$ cat config.mk
export PLATFORM = sky130hd
export DESIGN_NAME = clk_div_n
export DESIGN_NICKNAME = d
export VERILOG_FILES = /design/src/rtl/clk_div_n.sv
export SDC_FILE = /design/constraint.sdc
export NUM_CORES = 1
export LEC_CHECK = 0
export ABC_AREA = 1
export BUFFER_PORTS_ARGS = -buffer_cell sky130_fd_sc_hd__buf_2
export CAP_MARGIN = 20
export CORE_MARGIN = 5
export CORE_UTILIZATION = 45
export CTS_BUF_LIST = sky130_fd_sc_hd__clkbuf_2
export DETAILED_ROUTE_END_ITERATION = 8
export HOLD_SLACK_MARGIN = 0.03
export PLACE_DENSITY = 0.67
export REMOVE_ABC_BUFFERS = 1
export SYNTH_ARGS = -nofsm -noshare
export SYNTH_HDL_FRONTEND = slang
export SYNTH_SLANG_ARGS = --single-unit
$ cat constraint.sdc
create_clock -name clk -period 2.6 [get_ports clk]
set_clock_uncertainty 0.1 [all_clocks]
set_input_delay 0.65 -clock clk [delete_from_list [all_inputs] [get_ports clk]]
set_output_delay 0.65 -clock clk [all_outputs]
set_load 0.005 [all_outputs]
$ cat src/rtl/clk_div_n.sv
// -----------------------------------------------------------------------------
// clk_div_n -- runtime-programmable integer clock divider (N >= 2)
//
// Divides clk by N and produces a registered divided clock plus a one-cycle
// strobe on the clk edge where the divided clock rises. New divisors are held
// as "pending" and only take effect on a period boundary, so the output never
// produces truncated or runt pulses.
//
// Parameters
//   WIDTH        bit width of divisor and counter (N max = 2**WIDTH-1)
//   DEFAULT_DIV  divisor in effect after reset (2 .. 2**WIDTH-1)
//
// Ports
//   clk         in   system clock
//   reset       in   asynchronous reset, active low
//   en          in   divider enable; 0 freezes the counter and forces clk_out low
//   div_val     in   requested divisor N
//   div_load    in   1-cycle strobe capturing div_val as the pending divisor
//   clk_out     out  divided clock
//   tick        out  1-cycle pulse at the start of each divided period
//   div_active  out  divisor currently in effect
//   div_err     out  sticky flag: a load with div_val < 2 was rejected
//
// Build option
//   DUTY_50_EN  when defined, a negedge flop stretches the high phase by half a
//               clk period for odd N, giving exactly 50% duty. Even N and tick
//               timing are unchanged. Undefined by default (posedge-only).
// -----------------------------------------------------------------------------
module clk_div_n #(
   parameter int WIDTH       = 8,
   parameter int DEFAULT_DIV = 3
) (
   input  logic             clk,
   input  logic             reset,
   input  logic             en,
   input  logic [WIDTH-1:0] div_val,
   input  logic             div_load,
   output logic             clk_out,
   output logic             tick,
   output logic [WIDTH-1:0] div_active,
   output logic             div_err
);

   localparam logic [WIDTH-1:0] DEF_DIV = WIDTH'(DEFAULT_DIV);
   localparam logic [WIDTH-1:0] MIN_DIV = WIDTH'(2);
   localparam logic [WIDTH-1:0] ONE     = WIDTH'(1);

   logic [WIDTH-1:0] cnt_q, cnt_d;
   logic [WIDTH-1:0] div_active_q, div_active_d;
   logic [WIDTH-1:0] pend_q, pend_d;
   logic             pend_vld_q, pend_vld_d;
   logic             restart_q, restart_d;    // en was low: next enabled edge starts a period
   logic             hi_pos_q, hi_pos_d;
   logic             tick_q, tick_d;
   logic             div_err_q, div_err_d;

   logic             wrap;
   logic             period_start;
   logic [WIDTH-1:0] n_eff;

   assign wrap         = (cnt_q == div_active_q - ONE);
   assign period_start = en && (restart_q || wrap);
   // A pending divisor is applied first, so the new period already runs with it.
   assign n_eff        = (period_start && pend_vld_q) ? pend_q : div_active_q;

   // NOTE: every variable gets a default at the top of the block; any path
   // that skipped an assignment would otherwise infer a latch.
   always_comb begin
      cnt_d        = cnt_q;
      div_active_d = div_active_q;
      pend_d       = pend_q;
      pend_vld_d   = pend_vld_q;
      restart_d    = restart_q;
      hi_pos_d     = 1'b0;
      tick_d       = 1'b0;
      div_err_d    = div_err_q;

      if (en) begin
         restart_d = 1'b0;
         if (period_start) begin
            cnt_d        = '0;
            div_active_d = n_eff;
            pend_vld_d   = 1'b0;
         end else begin
            cnt_d = cnt_q + ONE;
         end
         hi_pos_d = (cnt_d < (n_eff >> 1));
         tick_d   = period_start;
      end else begin
         restart_d = 1'b1;
      end

      // Evaluated after the apply step: a load on the wrap edge itself
      // re-arms pending and lands at the following boundary.
      if (div_load) begin
         if (div_val >= MIN_DIV) begin
            pend_d     = div_val;
            pend_vld_d = 1'b1;
            div_err_d  = 1'b0;
         end else begin
            div_err_d  = 1'b1;
         end
      end
   end

   // NOTE: sequential state uses non-blocking assignments only, so every flop
   // samples the pre-edge values regardless of statement order.
   // NOTE: all state here is plain control registers and each one is reset;
   // the counter preset to DEFAULT_DIV-1 makes the first enabled edge a wrap.
   always_ff @(posedge clk or negedge reset) begin
      if (!reset) begin
         cnt_q        <= DEF_DIV - ONE;
         div_active_q <= DEF_DIV;
         pend_q       <= '0;
         pend_vld_q   <= 1'b0;
         restart_q    <= 1'b0;
         hi_pos_q     <= 1'b0;
         tick_q       <= 1'b0;
         div_err_q    <= 1'b0;
      end else begin
         cnt_q        <= cnt_d;
         div_active_q <= div_active_d;
         pend_q       <= pend_d;
         pend_vld_q   <= pend_vld_d;
         restart_q    <= restart_d;
         hi_pos_q     <= hi_pos_d;
         tick_q       <= tick_d;
         div_err_q    <= div_err_d;
      end
   end

`ifdef DUTY_50_EN
   // Half-cycle-delayed copy of the high phase, only for odd N; OR-ing it in
   // extends the high time to exactly N/2 clk periods.
   logic hi_neg_q;

   always_ff @(negedge clk or negedge reset) begin
      if (!reset) begin
         hi_neg_q <= 1'b0;
      end else begin
         hi_neg_q <= hi_pos_q & div_active_q[0];
      end
   end

   assign clk_out = hi_pos_q | hi_neg_q;
`else
   assign clk_out = hi_pos_q;
`endif

   assign tick       = tick_q;
   assign div_active = div_active_q;
   assign div_err    = div_err_q;

endmodule

* Word level (Yosys, flattened, before mapping)
Cells that the tools add are included.
** Word-level totals
- Register bits :: 29
- Word-level logic and storage cells :: 31
- Input port bits :: 12
** Cells by class
- Reduce and logical (&&, ||, !) cells :: 6
- Eq/ne operators :: 1
- Multiplexer cells :: 11
- $add $sub $neg :: 2
- Magnitude comparators :: 2
** Operators by type and width (number)
- 8-bit 2-to-1 mux :: 3
- 8-bit by 1-bit adder with 8-bit output (second input constant) :: 1
- 8-bit == test :: 1
- 8-bit by 2-bit >= comparator with 1-bit output (second input constant) :: 1
- 8-bit by 7-bit less-than comparator with 1-bit output :: 1
- 1-bit 2-to-1 mux :: 8
- 8-bit by 1-bit subtractor with 8-bit output (second input constant) :: 1
- 2-bit AND reduction :: 2
- 3-bit AND reduction :: 1
- 1-bit logical AND :: 2
- 1-bit logical OR :: 1

* Longest topological paths before layout
Gate-level depths: netlist of run 1.
- Word-level depth :: 8
- Depth in mapped cells :: 20
- Mapped depth without buffers :: 20

* Least setup slack after synthesis of run 1
OpenSTA, ideal clock, no wires.
- Kind :: reg2reg
- From :: register div_active_q[0], in the netlist div_active[0]
- To :: register hi_pos_q, in the netlist clk_out
- Cell stages (with the launch flop) :: 19
- Buffers on the path :: 0
- Required time :: 2.427 ns
- Clock period less this slack :: 2.622 ns
- Path slack :: -0.022 ns
- Arrival :: 2.449 ns
- Cell sequence :: dfstp_2 inv_1 ha_1 inv_1 nand2_1 nand3_1 nand2_1 inv_1 nand3_1 nor2_1 nand2_2 nand2_4 nand3_4 or2_0 o21ai_1 ha_1 a21oi_1 nand3_2 a21oi_2
** On the way
- Cells in the longest elaborated chain, start to end :: 8
- Elaborated cells on any way between the ends :: 10
** RTL lines
- start: declaration :: RTL line 49 : logic [WIDTH-1:0] div_active_q, div_active_d;
- start signal: assignment :: RTL line 122 : div_active_q <= div_active_d;
- 8-bit by 1-bit subtractor with 8-bit output (*) :: RTL line 61 : assign wrap = (cnt_q == div_active_q - ONE);
- 8-bit == test (*) :: RTL line 61
- 1-bit logical OR (*) :: RTL line 62 : assign period_start = en && (restart_q || wrap);
- 1-bit logical AND (*) :: RTL line 62
- 8-bit 2-to-1 mux or 1-bit logical AND (tied branches) :: RTL line 80, 64
- 8-bit 2-to-1 mux, on equally long branches :: RTL line 78, 64
- 8-bit by 7-bit less-than comparator with 1-bit output (*) :: RTL line 87 : hi_pos_d = (cnt_d < (n_eff >> 1));
- 1-bit 2-to-1 mux (*) :: RTL line 78 : if (en) begin
- net hi_pos_d :: RTL line 53 : logic hi_pos_q, hi_pos_d;
- end signal: assignment :: RTL line 126 : hi_pos_q <= hi_pos_d;
- end: declaration :: RTL line 53
The timed path passes the listed nets; every way through them passes the cells marked *. The select of a mux whose other input is x is not followed.
A chain may end at the register's enable or synchronous reset.

* Worst setup path in the final report of run 1
- From :: register div_active_q[0], in the netlist div_active[0]
- To :: register div_active_q[7], in the netlist div_active[7]
** On the way
- Cells in the longest elaborated chain, start to end :: 6
- Elaborated cells on any way between the ends :: 7
** RTL lines
- 8-bit by 1-bit subtractor with 8-bit output (*) :: RTL line 61
- 8-bit == test (*) :: RTL line 61
- 1-bit logical OR (*) :: RTL line 62
- 1-bit logical AND (*) :: RTL line 62
- 1-bit logical AND :: RTL line 64 : assign n_eff = (period_start && pend_vld_q) ? pend_q : div_active_q;
- 8-bit 2-to-1 mux :: RTL line 64
Every way passes the cells marked *; elsewhere a longest branch is shown, timed or not.

==> qor.csv, run 1 <==
stage;metric;value;unit
status;status;complete, but fails checks;
status;violations;negative setup slack;
timing;report.final.slew_viol_count;0;
global_routing;antenna_found_initial;0;
worst_setup_path;crit_path_end_kind;flop;
final_layout;fin_area;2170;sq um
timing;max_freq;0.384;GHz
final_layout;post-route-util;58.1;%
synthesis;synthFlopType;dfrtp_1;
route;totalWireLength;3800;microns
route;firstDrtPassIters;4;
power;power_density;599;nW/um^2
route;ant_nets;0;
route;drcViolationCount;0;
timing;slew_headroom;57.2;%
timing;whs;0.189;ns
synthesis;yosys.area.top_type;dfrtp_1;
cts;path_clk_slew;0.15;ns
cts;clkLatencyLatePin;0.36;ns
synthesis;synth-edff-count;0;
timing;rsz0062_at_grt;yes;
global_routing;grt_pass1_vias;1518;
worst_setup_path;path_class;reg2reg;
floorplanning;die_h;72.7;microns
timing;fin_tns_setup;-0.0139;ns
synthesis;synth_top_area_share;36.7;%
route;viasPerCell;4.77;
synthesis;synth_compound_area_share;7.34;%
final_layout;syn2layout_area_growth;22.7;%
synthesis;synth_area;1770;sq um
route;first_iter_violations;54;
synthesis;synth_fa_ha_area_share;5.65;%
global_routing;grt_max_degree;30;
place;post_dp_cell_area;2020;sq um
timing;setup_viol;2;
worst_setup_path;crit_required;2.81;ns
cts;cts_sinks;29;
final_layout;finalNetCount;304;
power;power_leakage;1.16;nW
power;ir_worst_vdd;0.000346;V
timing;layout_setup_ws;-0.00704;ns
floorplanning;die_w;72.7;microns
floorplanning;core;3740;sq um
place;place.gp.congestion;0.849;
global_routing;grt_pass1_wl;6670;microns
place;dpl.hpwl;2850;microns
route;routedWlPerCell;11.4;microns
floorplanning;ios;23;
timing;finalHoldViolCount;0;
synthesis;async_reset_ff_share;100;%
synthesis;synth_seq_cells;29;
final_layout;fillers;362;
cts;htreeDepth;2;
synthesis;ys_types;33;
floorplanning;initial_core_util;47.3;%
synthesis;synth-simple-area-share;34.3;%
timing;period_share;100;%
synthesis;synth_common_cells;nand2_1, inv_1, dfrtp_1;
synthesis;netlist_instances;237;
worst_setup_path;critical_path_arrival;2.81;ns
synthesis;synth.area.top_cells;dfrtp_1, nand2_1, inv_1, ha_1, nor2_1;
synthesis;muxShareOfSynthArea;0;%
floorplanning;die_area;5290;sq um
place;portBuffers;22;
cts;cts_tree;done;
timing;min_period;2.61;ns
synthesis;synth.most_common_cell;nand2_1;
run;cap_violations;0;
min_path;holdCritPathClass;in2async;
synthesis;yosysWarnings;0;
synthesis;seq_area_frac_synth;41.2;%
global_routing;gr-usage-all-layers;16.2;%
cts;cts_buffer_depth;2;
worst_setup_path;cp_max_fo;8;
route;via_count;1584;
global_routing;overflow;0;
final_layout;drive_gt1_share;30.6;%
synthesis;avgSynthCellArea;7.48;sq um
synthesis;synth_top_family_by_area;simple AND/OR/NAND/NOR gates;
final_layout;diodes;0;
timing;tightest_slew;0.642;ns
cts;cts-root-buf;clkbuf_2;
floorplanning;num_rows;22;
cts;cts_inserted_buffers;5;
worst_setup_path;critPathLaunchType;flop;
synthesis;synth-xor-area-share;2.97;%
stage by stage:
stage	total power [mW]	instances	worst slack, ns
after floorplan	0.862	234	-0.0216
after global placement	1.02	317	-0.123
after detailed placement	1.03	317	-0.134
after CTS	1.29	330	-0.0668
after global routing	1.42	332	-0.236
final	1.30	332	-0.00704
logic make-up (layout without fill, tap and decap cells):
| family | Yosys count | after routing |
|---|---|---|
| adders and majority gates | 8 | 8 |
| AOI/OAI and AO/OA | 25 | 25 |
| buffers and inverters | 39 | 86 |
| and+or+nand+nor | 130 | 130 |
| DFF | 29 | 29 |
| xor gates and xnor gates | 6 | 6 |
layout by cell type, fill, tap and decap left out, types with 2 or more instances in the layout:
cell / instances
nand2_2: 5
xor2_1: 4
o21ai_0: 12
buf_2: 22
clkbuf_2: 6
nand2_1: 70
nand3_1: 9
nand2_4: 2
inv_2: 6
dfstp_2: 3
o21ai_1: 6
xnor2_1: 2
a21oi_2: 3
nor3_2: 2
buf_4: 21
ha_1: 7
nand3_2: 3
or2_0: 6
nor2_2: 3
inv_1: 27
nor2_1: 22
o21ai_2: 2
dfrtp_1: 25
inv_4: 3
cell type report:
class | instances | area [sq um] | share of cell area (%)
Inverter | 36 | 143 | 6.56
Tap cell | 48 | 60.1 | 2.76
Multi-Input combinational cell | 169 | 940 | 43.2
Sequential cell | 29 | 731 | 33.6
Timing Repair Buffer | 43 | 268 | 12.3
Clock inverter | 1 | 3.75 | 0.173
Clock buffer | 6 | 30.0 | 1.38
sequential cells by signal (all words and copies together) (netlist names):
name,count
div_active,8
restart_q,1
pend_q,8
div_err,1
tick,1
clk_out,1
pend_vld_q,1
cnt_q,8
path summary, 6_finish.rpt:
| check | from | slack [ns] | cells after the start | end |
|---|---|---|---|---|
| min in group clk | div_val[3] | 0.39 | 3 | pend_q[3] |
| worst min register to register | pend_q[6] | 0.39 | 2 | pend_q[6] |
| worst max register to register | div_active[0] | -0.007 | 21 | div_active[7] |
| max in group asynchronous | reset | 1.77 | 1 | div_active[2] |
| worst max-delay path | div_active[0] | -0.007 | 21 | div_active[7] |
| worst min-delay path | reset | 0.19 | 1 | cnt_q[0] |
critical path, cell delays in order, from the launching register on:
cell and delay, ns:
dfstp_2 0.57, inv_2 0.05, ha_4 0.17, inv_4 0.05, nand2_2 0.05, nand3_2 0.06, nand2_1 0.05, inv_1 0.07
nand3_2 0.06, nor2_2 0.09, nand2_2 0.07, nand2_4 0.07, nand3_4 0.10, inv_4 0.13, o21ai_1 0.09, buf_4 0.14
buf_4 0.12, buf_4 0.12, buf_4 0.12, buf_4 0.12, buf_4 0.11, inv_1 0.04
layer usage:
metal  GRT usage, %  up-vias  wire, microns
li1               -      834              -
met1           20.8      717           1770
met2           26.6       27           1810
met3           3.72        6            166
met4           5.53        0             52
met5              0        -              0
what timing repair did:
action | 4_1_cts | 5_1_grt
pin swaps | 10 | 17
gates resized for setup | 6 | 16
buffers inserted | 6 | 2
setup endpoints to repair | 1 | 2
hold buffers | 0 | 0
power by group:
part | switching, mW | internal (mW) | leakage (nW) | total [mW]
Clock | 0.154 | 0.0627 | 0.0265 | 0.217
Sequential | 0.0729 | 0.518 | 0.348 | 0.591
Combinational | 0.268 | 0.226 | 0.782 | 0.494
(Power assumes the default switching activity.)
==> run 2: changes to the inputs <==
HOLD_SLACK_MARGIN = unset   (was 0.03)
clock period = 2.17 ns   (was 2.6 ns; I/O delays follow)
==> run 2 against run 1 <==
The flow still finishes with violations (negative setup slack). Total power rose by 28%. Cell area rose by 11%. Critical endpoint is now clk_out. Via count rose by 5.6%. Die area did not move. Largest power group is now combinational logic. Register-to-register slack got worse by 0.36 ns. Count of clock-buffer cells in the layout did not move. Wire length rose by 3.3%.
==> qor.csv, run 2 (synthesis results as in run 1) <==
stage;metric;value;unit
route;firstDrtPassIters;4;
final_layout;drive_gt1_share;39.4;%
global_routing;met3_usage;3.72;%
global_routing;grt_max_degree;30;
cts;clkLatencyLatePin;0.35;ns
timing;layout_setup_ws;-0.366;ns
timing;report.final.slew_viol_count;0;
route;drcViolationCount;0;
cts;cts_tree;done;
worst_setup_path;crit_path_end_kind;flop;
final_layout;syn2layout_area_growth;36.3;%
global_routing;grt_pass1_wl;6820;microns
worst_setup_path;path_class;reg2reg;
status;violations;negative setup slack;
cts;cts_buffer_depth;2;
route;first_iter_violations;42;
timing;min_period;2.54;ns
floorplanning;die_area;5290;sq um
floorplanning;core;3740;sq um
timing;rsz0062_at_grt;yes;
floorplanning;ios;23;
worst_setup_path;critical_path_arrival;2.73;ns
timing;tightest_slew;0.630;ns
global_routing;gr-usage-all-layers;16.6;%
route;routedWlPerCell;11.0;microns
route;totalWireLength;3920;microns
worst_setup_path;critPathLaunchType;flop;
final_layout;finalNetCount;330;
global_routing;antenna_found_initial;0;
cts;path_clk_slew;0.14;ns
timing;finalHoldViolCount;0;
final_layout;final_cell_mix;nand2_1, buf_4, dfrtp_1;
timing;slew_headroom;58.0;%
worst_setup_path;crit_required;2.37;ns
cts;hold_buffers;0;
route;via_count;1672;
cts;cts-root-buf;clkbuf_2;
place;portBuffers;22;
place;place.gp.congestion;0.824;
power;power_density;692;nW/um^2
power;total_power;1.67;mW
cts;cts_inserted_buffers;5;
cts;htreeDepth;2;
power;power_leakage;1.29;nW
status;status;complete, but fails checks;
global_routing;grt_pass1_vias;1563;
place;dpl.hpwl;3000;microns
global_routing;grt-busiest-layer;met2;
route;ant_nets;0;
run;cap_violations;0;
min_path;holdCritPathClass;in2async;
power;ir_worst_vdd;0.000391;V
cts;cts_sinks;29;
final_layout;diodes;0;
global_routing;use_met1;21.3;%
floorplanning;die_w;72.7;microns
route;viasPerCell;4.67;
global_routing;overflow;0;
floorplanning;die_h;72.7;microns
timing;max_freq;0.394;GHz
floorplanning;num_rows;22;
final_layout;final_common_cell;nand2_1;
global_routing;use_met2;26.9;%
worst_setup_path;cp_max_fo;8;
floorplanning;initial_core_util;47.3;%
timing;period_share;117;%
timing;setup_viol;5;
place;dp_slack;-0.527;ns
run 2: cell types whose count changed in the layout (fill, tap and decap cells not counted), sizes merged:
cell	previous run	this run
buf	43	69
run 2: worst paths after layout:
check	end	start	cells after the start	slack [ns]
worst min register to register	pend_q[4]	pend_q[4]	2	0.39
worst max-delay path	clk_out	div_active[0]	14	-0.37
min in group clk	pend_q[0]	div_val[0]	3	0.28
max in group asynchronous	div_active[2]	reset	1	1.44
worst max register to register	clk_out	div_active[0]	14	-0.37
worst min-delay path	restart_q	reset	1	0.09
run 2: power by group:
part / internal (mW) / total (mW) / switching, mW
Sequential: 0.621 / 0.696 / 0.0744
Combinational: 0.367 / 0.724 / 0.357
Clock: 0.0751 / 0.251 / 0.176
run 2: critical path: stages, from the launching register on:
cell	delay, ns
dfstp_2	0.56
inv_2	0.05
ha_4	0.26
xor2_1	0.12
o21ai_1	0.10
nor2_2	0.12
nand2_2	0.07
nand2_4	0.08
nand3_4	0.11
or2_1	0.25
o21ai_2	0.10
ha_4	0.25
a21oi_2	0.15
nand3_2	0.08
a21oi_2	0.09
run 2: repair_timing:
item	CTS	global route
buffers inserted	7	2
setup endpoints to repair	13	18
pin swaps	11	5
hold endpoints to repair	0	0
gates resized for setup	7	32
run 2: cell type report:
type | instances | area [sq um]
well taps | 48 | 60.1
clock inverters | 1 | 3.75
multi-input cells | 169 | 972
fillers | 361 | 1330
repair buffers | 69 | 478
flip-flops and latches | 29 | 731
clock buffers | 6 | 30.0
inverters | 36 | 140
run 2: through the flow:
step	utilization [%]	instance area (sq um)	cells	TNS, ns	hold slack, ns
3_3_place_gp	59.3	2220	343	-1.06	0.359
4_1_cts	62.0	2320	357	-0.974	0.0820
3_5_place_dp	59.3	2220	343	-1.17	0.367
2_1_floorplan	-	1760	234	-0.452	0.147
6_report	64.5	2410	358	-0.888	0.0853
5_1_grt	64.5	2410	358	-2.80	0.102
run 2: per-layer routing:
layer	up-vias	share of wire [%]
met5	-	0
met4	0	2.2
met3	9	6.1
met2	42	46
met1	736	45
li1	885	-
==> run 3: changes to the inputs <==
ABC_AREA = 0   (was 1)
PLACE_DENSITY = unset   (was 0.67)
clock period = 2.76 ns   (was 2.17 ns; I/O delays follow)
==> run 3 against run 2 <==
Count of clock-buffer cells in the layout did not move. The flow still finishes with violations (negative setup slack). Critical path depth decreased by 2. Total power is 5.8% lower. Highest routed layer unchanged. Via count is 9.5% lower.
==> qor.csv, run 3 <==
stage;metric;value;unit
synthesis;synth.area.top_cells;dfrtp_1, nand2_1, mux2_2, ha_1, dfstp_2;
synthesis;netlist_instances;176;
floorplanning;num_rows;22;
worst_setup_path;rr_startpoint;div_active[0];
timing;slew_headroom;56.6;%
final_layout;drive_gt1_share;44.4;%
final_layout;final_common_cell;buf_4;
final_layout;diodes;0;
timing;layout_setup_ws;-0.711;ns
power;netSwitchingFraction;37.8;%
run;cap_violations;0;
worst_setup_path;crit_required;2.96;ns
worst_setup_path;rr_worst_depth;12;
worst_setup_path;r2r_slack;-0.71;ns
floorplanning;die_area;5150;sq um
global_routing;use_met1;21.9;%
final_layout;fin_area;2380;sq um
global_routing;gr-usage-all-layers;18.2;%
synthesis;synth.most_common_cell;nand2_1;
worst_setup_path;critPathLaunchType;flop;
place;post_dp_cell_area;2090;sq um
place;portBuffers;22;
synthesis;synth-edff-count;0;
timing;rsz0062_at_grt;yes;
synthesis;synth_area;1720;sq um
synthesis;ys_types;44;
timing;setup_viol;1;
floorplanning;die_h;71.8;microns
route;first_iter_violations;88;
synthesis;synthFlopType;dfrtp_1;
status;violations;negative setup slack;
global_routing;met3_usage;5.19;%
global_routing;grt-busiest-layer;met2;
worst_setup_path;path_class;reg2reg;
synthesis;synth_top_area_share;37.9;%
timing;finalHoldViolCount;0;
worst_setup_path;cp_max_fo;4;
route;firstDrtPassIters;4;
global_routing;antenna_found_initial;0;
synthesis;synth_seq_cells;29;
power;power.switching;0.596;mW
place;dpl.hpwl;3100;microns
power;total_power;1.58;mW
synthesis;avgSynthCellArea;9.76;sq um
status;status;complete, but fails checks;
timing;period_share;126;%
power;intPower;0.979;mW
floorplanning;core;3690;sq um
final_layout;final_cell_mix;buf_4, nand2_1, dfrtp_1;
synthesis;async_reset_ff_share;100;%
global_routing;overflow;0;
timing;min_period;3.47;ns
place;place.gp.congestion;0.888;
synthesis;synth_common_cells;nand2_1, dfrtp_1, inv_1;
route;viasPerCell;5.20;
timing;whs;0.206;ns
cts;htreeDepth;2;
cts;cts_buffer_depth;2;
worst_setup_path;cp_slowest_stage_delay;0.58;ns
timing;report.final.slew_viol_count;0;
synthesis;yosys.area.top_type;dfrtp_1;
worst_setup_path;r2r_end;clk_out;
route;via_count;1513;
timing;max_freq;0.288;GHz
power;power_frac_comb;48.9;%
global_routing;use_met2;30.8;%
final_layout;syn2layout_area_growth;38.7;%
floorplanning;die_w;71.8;microns
power;seqPwrFrac;36.8;%
global_routing;grt_pass1_wl;7250;microns
worst_setup_path;crit_path_end_kind;flop;
cts;cts_tree;done;
final_layout;finalNetCount;262;
final_layout;post-route-util;64.6;%
cts;path_clk_slew;0.17;ns
power;power_leakage;1.16;nW
power;power_density;661;nW/um^2
synthesis;seq_area_frac_synth;42.5;%
min_path;holdCritPathClass;in2async;
timing;tightest_slew;0.650;ns
cts;cts_inserted_buffers;5;
floorplanning;initial_core_util;46.6;%
synthesis;yosysWarnings;0;
route;ant_nets;0;
cts;cts_sinks;29;
global_routing;grt_pass1_vias;1538;
timing;fin_tns_setup;-0.711;ns
worst_setup_path;crit_chain;or4_4, a2111oi_4, nor3_2, o41ai_4, nand2_4, mux2_4, inv_4, ha_4, a211oi_4, o211ai_2, a211o_1, o221ai_2;
cts;cts-root-buf;clkbuf_2;
floorplanning;ios;23;
route;drcViolationCount;0;
worst_setup_path;cp_slowest_cell;or4_4;
worst_setup_path;critical_path_arrival;3.67;ns
cts;clkLatencyLatePin;0.38;ns
route;totalWireLength;4470;microns
power;clkPwrFrac;14.3;%
global_routing;grt_max_degree;30;
route;routedWlPerCell;15.3;microns
power;ir_worst_vdd;0.000366;V
[run 3: cell count changes after synthesis, sizes merged, moves of 3 or more]
cell    before  now
nand2       77   32
mux2         0    9
xnor2        2    8
o21ai       20    7
o211ai       0    3
inv         36   12
or2          7    0
nor2        25    6
nand2b       0    8
nand3       13    5
a21o         0    3
[run 3: critical path: cells and delay by family, from the launching register on]
| kind | cells | cell delay, ns |
|---|---|---|
| fa+ha+maj | 1 | 0.20 |
| simple gates | 3 | 0.80 |
| flops | 1 | 0.41 |
| buf+inv | 1 | 0.06 |
| compound gates | 6 | 1.47 |
| mux | 1 | 0.33 |
[run 3: worst max path at each step]
| stage | from | endpoint | cells past startpoint |
|---|---|---|---|
| floorplan | div_active[0] | clk_out | 14 |
| finish | div_active[0] | clk_out | 12 |
| detailed placement | div_active[0] | clk_out | 14 |
| global route | div_active[0] | clk_out | 12 |
| CTS | div_active[0] | clk_out | 12 |
| global placement | div_active[0] | clk_out | 14 |
[run 3: logic make-up (layout without fill, tap and decap cells)]
kind of cell / count (synthesis) / after routing / synth area share [%]
buf+inv: 18 / 85 / 4.15
fa+ha+maj: 8 / 8 / 5.83
xor+xnor: 12 / 12 / 6.12
mux: 11 / 11 / 7.07
simple gates: 67 / 67 / 19.4
compound gates: 31 / 31 / 15.0
flops: 29 / 29 / 42.5
[run 3: power by group through the flow]
stage / clock (mW) / combinational (mW) / sequential, mW
after CTS: 0.229 / 0.704 / 0.579
final: 0.225 / 0.770 / 0.580
after floorplan: 0 / 0.341 / 0.605
after global routing: 0.250 / 0.849 / 0.589
after detailed placement: 0 / 0.652 / 0.586
after global placement: 0 / 0.640 / 0.581
[run 3: per-stage QoR]
stage,setup WS [ns],cells
2_1_floorplan,-1.13,170
6_report,-0.711,291
5_1_grt,-0.876,291
3_3_place_gp,-0.689,270
3_5_place_dp,-0.844,270
4_1_cts,-0.612,283
[run 3: what timing repair did]
action	in CTS	in global routing
cloned	0	1
gates resized for setup	12	15
hold buffers	0	0
pin swaps	10	8
endpoints found under the setup margin	7	8
hold endpoints to repair	0	0
buffers inserted	5	7
[run 3: layout make-up]
type,count,area (sq um)
clock buffer,6,30.0
clock inverter,2,10.0
fill,312,1310
inverter,12,47.5
multi-input combinational,129,1040
sequential,29,729
tap,48,60.1
timing repair buffer,65,470
[run 3: routing by layer]
metal | wire [microns] | share of wire [%]
met1 | 1950 | 44
met2 | 2240 | 50
met3 | 209 | 4.7
met4 | 69 | 1.5
met5 | 0 | 0
